[src/rtl/product_accumulator.sv]
// product_accumulator
// Sums unsigned products from an upstream multiplier into frames of len_i
// products and dumps each frame sum once. The sum saturates at full scale,
// and a sticky flag records that saturation happened during the frame.
//
// Ports
//   clk        in   clock, rising-edge
//   rst_n      in   async active-low reset
//   sync_i     in   abort the current frame; restart accumulation
//   en_i       in   data_i holds a valid product this cycle
//   data_i     in   [DATA_WIDTH-1:0] unsigned product
//   len_i      in   [LEN_WIDTH-1:0] products per frame (0 is taken as 1)
//   data_o     out  [ACC_WIDTH-1:0] registered frame sum, held between dumps
//   valid_o    out  one-cycle pulse when data_o has been updated
//   overflow_o out  frame sum saturated; qualified by valid_o
module product_accumulator #(
  parameter int DATA_WIDTH = 16,
  parameter int ACC_WIDTH  = 32,
  parameter int LEN_WIDTH  = 8
) (
  input  logic                  clk,
  input  logic                  rst_n,
  input  logic                  sync_i,
  input  logic                  en_i,
  input  logic [DATA_WIDTH-1:0] data_i,
  input  logic [LEN_WIDTH-1:0]  len_i,
  output logic [ACC_WIDTH-1:0]  data_o,
  output logic                  valid_o,
  output logic                  overflow_o
);

  localparam int SUM_W = ACC_WIDTH + 1;
  localparam logic [ACC_WIDTH-1:0] ACC_MAX = '1;

  logic [ACC_WIDTH-1:0] sum_q;
  logic [LEN_WIDTH-1:0] cnt_q;
  logic [LEN_WIDTH-1:0] len_q;
  logic                 sticky_q;

  logic                 first;
  logic [ACC_WIDTH-1:0] base_sum;
  logic [LEN_WIDTH-1:0] base_cnt;
  logic                 base_sticky;
  logic [LEN_WIDTH-1:0] eff_len;
  logic [SUM_W-1:0]     add_full;
  logic                 add_ovf;
  logic [ACC_WIDTH-1:0] new_sum;
  logic [LEN_WIDTH-1:0] new_cnt;
  logic                 new_sticky;
  logic                 last;

  // A frame starts whenever the counter is empty (after reset or a dump) or
  // when sync_i discards the old frame. In that case the old sum, count and
  // flag are ignored and the length comes straight from len_i.
  always_comb begin
    first       = sync_i || (cnt_q == '0);
    base_sum    = first ? '0 : sum_q;
    base_cnt    = first ? '0 : cnt_q;
    base_sticky = first ? 1'b0 : sticky_q;
    if (first)
      eff_len = (len_i == '0) ? LEN_WIDTH'(1) : len_i;
    else
      eff_len = len_q;
    add_full   = SUM_W'(base_sum) + SUM_W'(data_i);
    add_ovf    = add_full[ACC_WIDTH];
    new_sum    = add_ovf ? ACC_MAX : add_full[ACC_WIDTH-1:0];
    new_sticky = base_sticky | add_ovf;
    // cnt_q stays below eff_len, so this increment cannot wrap.
    new_cnt    = base_cnt + LEN_WIDTH'(1);
    last       = en_i && (new_cnt == eff_len);
  end

  always_ff @(posedge clk or negedge rst_n) begin
    if (!rst_n) begin
      sum_q      <= '0;
      cnt_q      <= '0;
      len_q      <= '0;
      sticky_q   <= 1'b0;
      data_o     <= '0;
      valid_o    <= 1'b0;
      overflow_o <= 1'b0;
    end else begin
      valid_o <= 1'b0;
      if (en_i) begin
        if (first)
          len_q <= eff_len;
        if (last) begin
          data_o     <= new_sum;
          overflow_o <= new_sticky;
          valid_o    <= 1'b1;
          sum_q      <= '0;
          cnt_q      <= '0;
          sticky_q   <= 1'b0;
        end else begin
          sum_q    <= new_sum;
          cnt_q    <= new_cnt;
          sticky_q <= new_sticky;
        end
      end else if (sync_i) begin
        sum_q    <= '0;
        cnt_q    <= '0;
        sticky_q <= 1'b0;
      end
    end
  end

endmodule

[config.mk]
export PLATFORM = sky130hd
export DESIGN_NAME = product_accumulator
export DESIGN_NICKNAME = d
export VERILOG_FILES = /design/src/rtl/product_accumulator.sv
export SDC_FILE = /design/constraint.sdc
export NUM_CORES = 1
export LEC_CHECK = 0
export CAP_MARGIN = 0
export CORE_UTILIZATION = 45
export CTS_CLUSTER_SIZE = 12
export DETAILED_ROUTE_END_ITERATION = 10
export DONT_BUFFER_PORTS = 1
export HOLD_SLACK_MARGIN = 0.05
export MAX_ROUTING_LAYER = met4
export PLACE_DENSITY = 0.6
export SKIP_CTS_REPAIR_TIMING = 1
export SYNTH_ARGS = -nofsm -noshare
export SYNTH_HDL_FRONTEND = slang
export SYNTH_SLANG_ARGS = --single-unit
[constraint.sdc]
create_clock -name clk -period 3.9 [get_ports clk]
set_input_delay 0.585 -clock clk [delete_from_list [all_inputs] [get_ports clk]]
set_output_delay 0.585 -clock clk [all_outputs]
set_load 0.05 [all_outputs]
==> results_dict.tcl <==
set metrics [dict create \
    status "complete, no violations" \
    async_reset_ff_share_pct 100 \
    vias 4146 \
    clk_latency_ns 0.35 \
    area_growth_pct 10.3 \
    clock_skew_ns 0.00864 \
    path_common_cell "a211oi_2" \
    grt_pass1_wl_um 20900 \
    die-area_sq_mm 0.0117 \
    ys_ff_latch 83 \
    setup_viol 0 \
    cp-start-kind "flop" \
    via_per_inst 5.91 \
    crit_start "cnt_q[7]$_DFFE_PN0P_" \
    hold_viol 0 \
    r2r_setup_slack_ns 0.26 \
    layoutNonFillerInstCount 702 \
    worst_setup_path_end_kind "flop" \
    layout_common_cells "dfrtp_1, nand2_1, nor2_1" \
    vdd_drop_max_mv 0.218 \
    max_stage_delay_ns 0.43 \
    h-tree-depth 3 \
    die_height_um 108 \
    finalMaxSlewViolations 0 \
    yosysUniqueCellTypes 67 \
    ys_seq_area_share_pct 40.9 \
    synth_area_sq_mm 0.00508 \
    grt_max_degree 84 \
    worst_ep_arrival_time_ns 3.87 \
    yosysTopAreaCell "dfrtp_1" \
    avgSynthCellArea_sq_um 9.05 \
    r2r_start "cnt_q[7]$_DFFE_PN0P_" \
    rows 38 \
    layout_commonest_cell "dfrtp_1" \
    routed_wl_um 12700 \
    period_needed_ns 3.64 \
    antenna_cells 0 \
    grt_pass1_vias 4134 \
    synth_warnings 0 \
    cap_violations 0 \
    final_core_util_pct 51.2 \
    dp_hpwl_um 8830 \
    crit_path_cell_trace "nor4_4 > a21oi_4 > and2_1 > ha_1 > fa_1 > a21o_1 > a221oi_4 > a211oi_2 > o21ai_4 > a211oi_2 > buf_4 > nor2_1 > mux2i_1 > mux2_2" \
    gr-usage-all-layers_pct 23.9 \
    dp.cells 686 \
    synth_edf_count 0 \
    syn_nets 607 \
    synth.area.top_cells "dfrtp_1, nand2_1, ha_1" \
    drc_errors 0 \
    cts_tree "built" \
    cpMaxStageDelayCell "dfrtp_1" \
    clkTransAtPathRegs_ns 0.06 \
    max_clock_freq_mhz 274 \
    path_buf_inv 1 \
    leakagePower_nw 2.36 \
    reg2reg_to "data_o[27]$_DFFE_PN0P_" \
    path_class "flop to flop" \
    p_per_area_mw_per_mm2 456 \
    layout.nets 604 \
    finalCritPeriodShare_pct 93.5 \
    initial_utilization_pct 46.4 \
    grt_antenna_before_repair 0 \
    syn-instance-count 561 \
    hold_class "primary input to asynchronous set/reset pin" \
    drt_first_pass_iters 5 \
    drtIter0Drc 212 \
    cp.required_ns 4.13 \
    ant_nets 0 \
    slew_headroom_pct 53.5 \
    synthFlopType "dfrtp_1" \
    grt_overflow_total 0 \
    drive_gt1_share_pct 10.3 \
    core-area_sq_mm 0.0109 \
    ios 62 \
    cts.sinks 83 \
    synth_top_area_share_pct 40.9 \
    die_w_um 108 \
    portBuffers 0 \
    reg2regPathDepth 14 \
    rsz0062_at_grt "false" \
    crit_family "compound AO/OA/AOI/OAI gates" \
    numCtsBuffers 9 \
    post_dp_cell_area_sq_mm 0.00525 \
    cts_buffer_depth 2 \
    tightest_slew_ns 0.698 \
    wl_per_cell_um 18.1 \
    critPathMaxFanout 11 \
    place_congestion 0.917 \
    cts_root_buf "clkbuf_16" \
    timing.hold.ws_ns 0.141 \
    stdcell_area_sq_mm 0.00560 \
]
-- metal layers --
| layer | routed length, um | track usage (%) |
|---|---|---|
| met5 | 0 | - |
| met4 | 210 | 9.00 |
| met3 | 722 | 5.00 |
| met2 | 6020 | 37.4 |
| met1 | 5730 | 30.3 |
-- metrics by stage --
step | worst slack [ns] | power, mW | setup TNS, ns
5_1_grt | 0.0542 | 2.68 | 0
3_5_place_dp | 0.00325 | 1.68 | 0
3_3_place_gp | 0.100 | 1.67 | 0
6_report | 0.255 | 2.56 | 0
4_1_cts | -0.0160 | 2.55 | -0.0160
2_1_floorplan | 0.00291 | 1.59 | 0
-- layout make-up --
class | count | area, sq um
flip-flops and latches | 83 | 2080
fillers | 1026 | 5340
inverters | 13 | 48.8
multi-input cells | 437 | 2870
clock inverters | 2 | 35.0
repair buffers | 14 | 138
well taps | 140 | 175
clock buffers | 13 | 260
-- synthesized netlist by cell type (3+ instances only) --
cell type,number
buf_2,7
dfrtp_1,83
o31ai_1,12
o21a_1,6
a211oi_1,4
nor2_1,44
o21ai_1,13
inv_1,12
clkbuf_1,14
a31oi_1,15
nand2b_1,4
or3_1,3
and2_1,17
nand2_1,80
a22o_1,8
a21o_1,6
a21oi_1,34
nor4_1,5
xnor2_1,15
o21ai_0,40
nor3_1,6
nand4_1,6
buf_6,3
and3_1,5
a2111oi_0,3
o22ai_1,4
ha_1,17
nor2b_1,4
o2bb2ai_1,6
xor2_1,15
mux2_2,10
nand3_1,8
mux2i_1,8
-- worst max path at each step --
stage / end / slack, ns / depth (start not counted)
floorplan: data_o[23]$_DFFE_PN0P_ / 0.003 / 16
global placement: data_o[23]$_DFFE_PN0P_ / 0.10 / 13
detailed placement: data_o[15]$_DFFE_PN0P_ / 0.003 / 12
CTS: data_o[15]$_DFFE_PN0P_ / -0.02 / 12
global route: data_o[17]$_DFFE_PN0P_ / 0.05 / 13
finish: data_o[27]$_DFFE_PN0P_ / 0.26 / 14
-- logic make-up after synthesis --
| family | share of synthesized area [%] |
|---|---|
| xor+xnor | 6.06 |
| mux | 3.80 |
| flops | 40.9 |
| buf+inv | 3.80 |
| compound gates | 21.8 |
| simple gates | 19.0 |
| fa+ha+maj | 4.58 |
-- sequential cells by signal, indices dropped and copies added, names as in the netlist --
name,count
overflow_o,1
len_q,8
data_o,32
valid_o,1
cnt_q,8
sticky_q,1
sum_q,32
-- where the power goes --
part | switching, mW | leakage, nW | internal [mW] | total [mW]
Combinational | 0.245 | 1.11 | 0.177 | 0.422
Clock | 0.339 | 0.146 | 0.527 | 0.866
Sequential | 0.302 | 1.11 | 0.966 | 1.27
(Power assumes the default switching activity.)
